--- src/rtl/branch_ctrl_sequencer.sv ---
// Purpose : hardwired control-step sequencer for fetch, ldi and conditional branch (brzr/brnz/brpl/brmi).
// Latency : fetch is 3 cycles plus memory wait cycles; ldi 6, br 7, nop 4 cycles in total.
// Stall   : holds in T1 until memory_done (traps after MEM_TIMEOUT cycles); pauses in STEP_WAIT in step mode.
module branch_ctrl_sequencer #(
   parameter int                      OPCODE_WIDTH = 5,
   parameter logic [OPCODE_WIDTH-1:0] OP_LDI       = 5'b00001,
   parameter logic [OPCODE_WIDTH-1:0] OP_BR        = 5'b10011,
   parameter logic [OPCODE_WIDTH-1:0] OP_NOP       = 5'b11010,
   parameter logic [OPCODE_WIDTH-1:0] OP_HALT      = 5'b11011,
   parameter logic [OPCODE_WIDTH-1:0] ALU_ADD      = 5'b00011,
   parameter int                      MEM_TIMEOUT  = 15,
   parameter int                      COUNT_WIDTH  = 16
) (
   input  logic                    Clock,
   input  logic                    clear,
   input  logic                    run,
   input  logic                    step_mode,
   input  logic                    step,
   input  logic [OPCODE_WIDTH-1:0] ir_opcode,
   input  logic                    con_ff_bit,
   input  logic                    memory_done,
   output logic                    PCout,
   output logic                    IncPC,
   output logic                    MARin,
   output logic                    Zin,
   output logic                    Zlo_out,
   output logic                    PCin,
   output logic                    MDRin,
   output logic                    Mem_Read,
   output logic                    Mem_enable512x32,
   output logic                    MDRout,
   output logic                    IRin,
   output logic                    Gra,
   output logic                    Grb,
   output logic                    Rin,
   output logic                    Rout,
   output logic                    BAout,
   output logic                    Yin,
   output logic                    Cout,
   output logic                    CONin,
   output logic [OPCODE_WIDTH-1:0] alu_opcode,
   output logic                    busy,
   output logic                    halted,
   output logic                    illegal_op,
   output logic                    branch_taken,
   output logic [COUNT_WIDTH-1:0]  instr_count
);

   localparam int WAIT_W = (MEM_TIMEOUT < 2) ? 1 : $clog2(MEM_TIMEOUT + 1);

   typedef enum logic [3:0] {
      S_IDLE, S_T0, S_T1, S_T2, S_T3,
      S_LDI_T4, S_LDI_T5,
      S_BR_T4, S_BR_T5, S_BR_T6,
      S_STEP_WAIT, S_HALTED, S_ERROR
   } state_t;

   state_t                 r_state;
   state_t                 w_next;
   state_t                 w_after_end;
   logic [WAIT_W-1:0]      r_wait_cnt;
   logic [COUNT_WIDTH-1:0] r_count;
   logic                   w_last_wait;
   logic                   w_instr_end;

   // r_wait_cnt holds the number of T1 cycles already spent, so zero marks the first T1 cycle
   assign w_last_wait = (r_wait_cnt == WAIT_W'(MEM_TIMEOUT - 1));
   assign w_instr_end = ((r_state == S_T3) && (ir_opcode == OP_NOP)) ||
                        (r_state == S_LDI_T5) || (r_state == S_BR_T6);
   assign w_after_end = step_mode ? S_STEP_WAIT : S_T0;
   assign instr_count = r_count;

   // State register
   always_ff @(posedge Clock or negedge clear) begin
      if (!clear) r_state <= S_IDLE;
      else        r_state <= w_next;
   end

   // Memory wait counter: advances every T1 cycle, cleared everywhere else
   always_ff @(posedge Clock or negedge clear) begin
      if (!clear)                r_wait_cnt <= '0;
      else if (r_state == S_T1)  r_wait_cnt <= r_wait_cnt + WAIT_W'(1);
      else                       r_wait_cnt <= '0;
   end

   // Completed-instruction counter, wraps naturally; traps never count
   always_ff @(posedge Clock or negedge clear) begin
      if (!clear)           r_count <= '0;
      else if (w_instr_end) r_count <= r_count + COUNT_WIDTH'(1);
   end

   // Next-state decode
   always_comb begin
      w_next = r_state;
      case (r_state)
         S_IDLE:      if (run) w_next = S_T0;
         S_T0:        w_next = S_T1;
         S_T1: begin
            if (memory_done)      w_next = S_T2;
            else if (w_last_wait) w_next = S_ERROR;
         end
         S_T2:        w_next = S_T3;
         S_T3: begin
            case (ir_opcode)
               OP_LDI:  w_next = S_LDI_T4;
               OP_BR:   w_next = S_BR_T4;
               OP_NOP:  w_next = w_after_end;
               OP_HALT: w_next = S_HALTED;
               default: w_next = S_ERROR;
            endcase
         end
         S_LDI_T4:    w_next = S_LDI_T5;
         S_LDI_T5:    w_next = w_after_end;
         S_BR_T4:     w_next = S_BR_T5;
         S_BR_T5:     w_next = S_BR_T6;
         S_BR_T6:     w_next = w_after_end;
         S_STEP_WAIT: if (step || !step_mode) w_next = S_T0;
         S_HALTED:    w_next = S_HALTED;
         S_ERROR:     w_next = S_ERROR;
         default:     w_next = S_IDLE;
      endcase
   end

   // Control decode; T3 looks at the freshly loaded opcode, BR_T6 forwards the CON_FF result
   always_comb begin
      PCout = 1'b0; IncPC = 1'b0; MARin = 1'b0; Zin = 1'b0; Zlo_out = 1'b0;
      PCin = 1'b0; MDRin = 1'b0; Mem_Read = 1'b0; Mem_enable512x32 = 1'b0;
      MDRout = 1'b0; IRin = 1'b0; Gra = 1'b0; Grb = 1'b0; Rin = 1'b0; Rout = 1'b0;
      BAout = 1'b0; Yin = 1'b0; Cout = 1'b0; CONin = 1'b0;
      alu_opcode = '0; branch_taken = 1'b0;
      busy       = !((r_state == S_IDLE) || (r_state == S_HALTED) || (r_state == S_ERROR));
      halted     = (r_state == S_HALTED);
      illegal_op = (r_state == S_ERROR);
      case (r_state)
         S_T0: begin
            PCout = 1'b1; IncPC = 1'b1; MARin = 1'b1; Zin = 1'b1;
         end
         S_T1: begin
            Zlo_out = 1'b1; MDRin = 1'b1; Mem_Read = 1'b1; Mem_enable512x32 = 1'b1;
            PCin    = (r_wait_cnt == '0);
         end
         S_T2: begin
            MDRout = 1'b1; IRin = 1'b1;
         end
         S_T3: begin
            if (ir_opcode == OP_LDI) begin
               Grb = 1'b1; BAout = 1'b1; Yin = 1'b1;
            end else if (ir_opcode == OP_BR) begin
               Gra = 1'b1; Rout = 1'b1; CONin = 1'b1;
            end
         end
         S_LDI_T4, S_BR_T5: begin
            Cout = 1'b1; Zin = 1'b1; alu_opcode = ALU_ADD;
         end
         S_LDI_T5: begin
            Zlo_out = 1'b1; Gra = 1'b1; Rin = 1'b1;
         end
         S_BR_T4: begin
            PCout = 1'b1; Yin = 1'b1;
         end
         S_BR_T6: begin
            Zlo_out      = 1'b1;
            PCin         = con_ff_bit;
            branch_taken = con_ff_bit;
         end
         default: ;
      endcase
   end

endmodule

--- config.mk ---
export PLATFORM = sky130hd
export DESIGN_NAME = branch_ctrl_sequencer
export DESIGN_NICKNAME = d
export VERILOG_FILES = /design/src/rtl/branch_ctrl_sequencer.sv
export SDC_FILE = /design/constraint.sdc
export NUM_CORES = 1
export LEC_CHECK = 0
export ABC_AREA = 1
export CAP_MARGIN = 30
export CORE_UTILIZATION = 35
export CTS_CLUSTER_DIAMETER = 100
export DETAILED_ROUTE_END_ITERATION = 12
export PLACE_DENSITY_LB_ADDON = 0.05
export RECOVER_POWER = 25
export SETUP_SLACK_MARGIN = 0.05
export SLEW_MARGIN = 20
export SYNTH_ARGS = -nofsm -noshare
export SYNTH_HDL_FRONTEND = slang
export SYNTH_SLANG_ARGS = --single-unit
--- constraint.sdc ---
create_clock -name Clock -period 2.15 [get_ports Clock]
set_input_delay 0.215 -clock Clock [delete_from_list [all_inputs] [get_ports Clock]]
set_output_delay 0.215 -clock Clock [all_outputs]
set_load 0.02 [all_outputs]
==> impl_results.md <==
- CTS Sinks: 24
- Post-Route Setup TNS: 0 ps
- H-Tree Depth: 1
- Max Clk Rate: 510 MHz
- Switching power: 0.980 mW
- Die X: 72.0 um
- Hold Fails Final Rpt: 0
- Xor and xnor area share after synthesis: 6.56%
- Register area share after synthesis: 35.0%
- Part of the power in registers: 28.1%
- Critical path data required time: 1930 ps
- Post-Place Setup Slack: 119 ps
- Crit-path cells: inv_2, nand2_1, nor2_1, clkdlybuf4s50_1
- GR Util All Layers: 16.2%
- Mapped Cells: 246
- Synth warn: 0
- Clock Pin Slew Worst Setup and Hold Paths: 80 ps
- Total CTS buffers: 3
- Final HPWL DP: 3.16 mm
- Die Area: 5190 um^2
- Post-route cell area: 2340 um^2
- DRC: 0
- CP Max Fanout: 6
- Clk_skew: 5.06 ps
- PD cells: 965 nW/um^2
- Clock root cell: clkbuf_8
- Hold Buf Count CTS: 0
- Total Power: 2.26 mW
- Period minus WS final: 1960 ps
- WS Path Type: flip-flop to primary output
- I/O pin cnt: 56
- Worst vdd ir: 0.000441 V
- Pin count of the biggest net entering global routing: 25
- Post-Synth Simple-Gate Area: 37.8%
- Final GP Congestion: 0.794
- Lkg Pwr: 1.29 nW
- Port Buf Inserts: 52
- Vias in the first global route: 1501
- Worst-Skew Late Latency: 260 ps
- # diodes: 0
- Largest family of logic cells by synthesized area: simple AND/OR/NAND/NOR gates
- Relative slew slack: 16.0%
- EDFF count, synth: 0
- CTS tree: built
- Clock share of power: 17.1%
- Worst setup margin: 191 ps
- Avg Vias per Cell: 4.46
- Pint: 1.28 mW
- Starting Density: 36.3%
- MaxCap Viol Count: 0
- Primary FF master, synth: dfrtp_1
- First-pass GRT wire length: 6.66 mm
- Std-Cell Rows: 25
- # Post-CTS Setup Buffers: 0
- Unique masters post-synth: 29
- Via count: 1609
- Hold WC Path Type: flip-flop to flip-flop
- Worst slew pin tran: 1260 ps
- Post-Synth Adder-Cell Area: 2.92%
- Worst R2R Setup Slack: 550 ps
- Total gr overflow: 0
- Compound-Gate Fraction of Synth Area: 4.45%
- Switching share of power: 43.4%
- Final setup fails: 0
- Core Box Area: 4720 um^2
- RSZ-0062 raised after global routing: false
- CP endpoint kind: primary output
- Critical path launch point type: flip-flop
- Placed Area: 2250 um^2
- Asr flop ratio synth: 100%
- Area grow syn2layout: 36.4%
- Antenna-violating nets left: 0
- Max Root-Sink Buffers: 2
- First-pass DRT Iterations: 4
- Fin nets: 311
- Antenna violations before repair: 0
- Flops & latches, synth: 24
- Final Util: 49.6%
- Fillers: 493
- Mux share of post-synthesis cell area: 0%
- Layout cells sized above 1: 6.80%
- CP max stage delay: 630 ps
- Slowest CP cell: clkdlybuf4s50_1
- Syn avg cell area: 6.98 um^2
- Total wire length: 4.04 mm
- Post-synthesis cell area: 1720 um^2
- Die height: 72.0 um
- Status: complete, no violations
- CP arrival: 1740 ps
- Drt wl/cell: 11.2 um
- Comb pwr share: 54.7%
- Fin. max-slew vios: 0
- Final period util: 91.1%
- Starting DRT DRC Count: 45
layout make-up:
type	count	area (um^2)	share of cell area, %
Timing Repair Buffer	54	556	23.7
Clock inverter	1	30.0	1.28
Multi-Input combinational cell	177	898	38.4
Inverter	35	131	5.61
Tap cell	67	83.8	3.58
Clock buffer	3	41.3	1.76
Sequential cell	24	601	25.7
synthesized netlist by cell type (4+ instances only):
library cell  count  share of area, %
dfrtp_1          24                35
nand2_1          60                13
ha_1              4               2.9
buf_4            11               4.8
inv_1            32               7.0
nor2_1           41               9.0
o21ai_0           5               1.5
nor3_1            8               2.3
nand3_1          18               5.2
xor2_1            4               2.0
xnor2_1           7               3.6
nand4_1           5               1.8
placed cells by master (no fill, tap or decap), types with 4 or more instances in the layout:
cell type and n:
xnor2_1 7, nand4_1 5, nor3_1 8, ha_1 4, dfrtp_1 24, inv_1 32
xor2_1 4, nor2_1 41, dlygate4sd2_1 7, dlymetal6s2s_1 13, o21ai_0 5, clkdlybuf4s50_1 31
nand3_1 18, nand2_1 60
worst paths after layout:
check / endpoint / depth (start not counted) / start
worst max-delay path: IRin / 4 / r_state[3]
worst min-delay path: r_wait_cnt[0] / 1 / r_wait_cnt[0]
worst max register to register: instr_count[9] / 8 / r_state[3]
worst min register to register: r_wait_cnt[0] / 1 / r_wait_cnt[0]
max in group asynchronous: instr_count[8] / 2 / clear
min in group asynchronous: instr_count[2] / 2 / clear
repair_timing:
action,CTS,global route
endpoints found under the setup margin,7,14
resized for setup,7,13
gates cloned,0,0
power by group through the flow:
stage / registers [mW] / logic [mW] / clock network, mW
after global routing: 0.650 / 1.37 / 0.426
final: 0.636 / 1.24 / 0.388
after detailed placement: 0.645 / 1.28 / 0
after floorplan: 0.674 / 0.795 / 0
after CTS: 0.637 / 1.28 / 0.406
after global placement: 0.647 / 1.28 / 0
cell families (layout without fill, tap and decap cells):
family                     count (synthesis)  in the layout
and+or+nand+nor                          145            145
other                                      1              3
DFF                                       24             24
adders and majority gates                  4              4
buffers and inverters                     47             93
AOI/OAI and AO/OA                         13             13
xor gates and xnor gates                  12             12
layer usage:
metal  vias to the layer above  GRT usage (%)  part of all wire (%)
li1                        854              -                     -
met1                       718           22.9                    49
met2                        33           26.3                    47
met3                         4           2.08                   3.3
met4                         0           3.92                  0.77
met5                         -              0                     0
critical path, delay by kind of cell, from the launching register on:
kind,cells,cell delay (ps)
buf+inv,2,730
flops,1,460
simple gates,2,280
state kept, by name, summed over array words and instances, names as in the netlist:
name / cells
instr_count: 16
r_state: 4
r_wait_cnt: 4
stage by stage:
stage                     hold WS (ps)  std cells
after global placement             483        357
after floorplan                  -80.6        248
final                              478        361
after CTS                          301        361
after detailed placement           472        357
after global routing               509        361
Power figures use the tool's default switching activity.
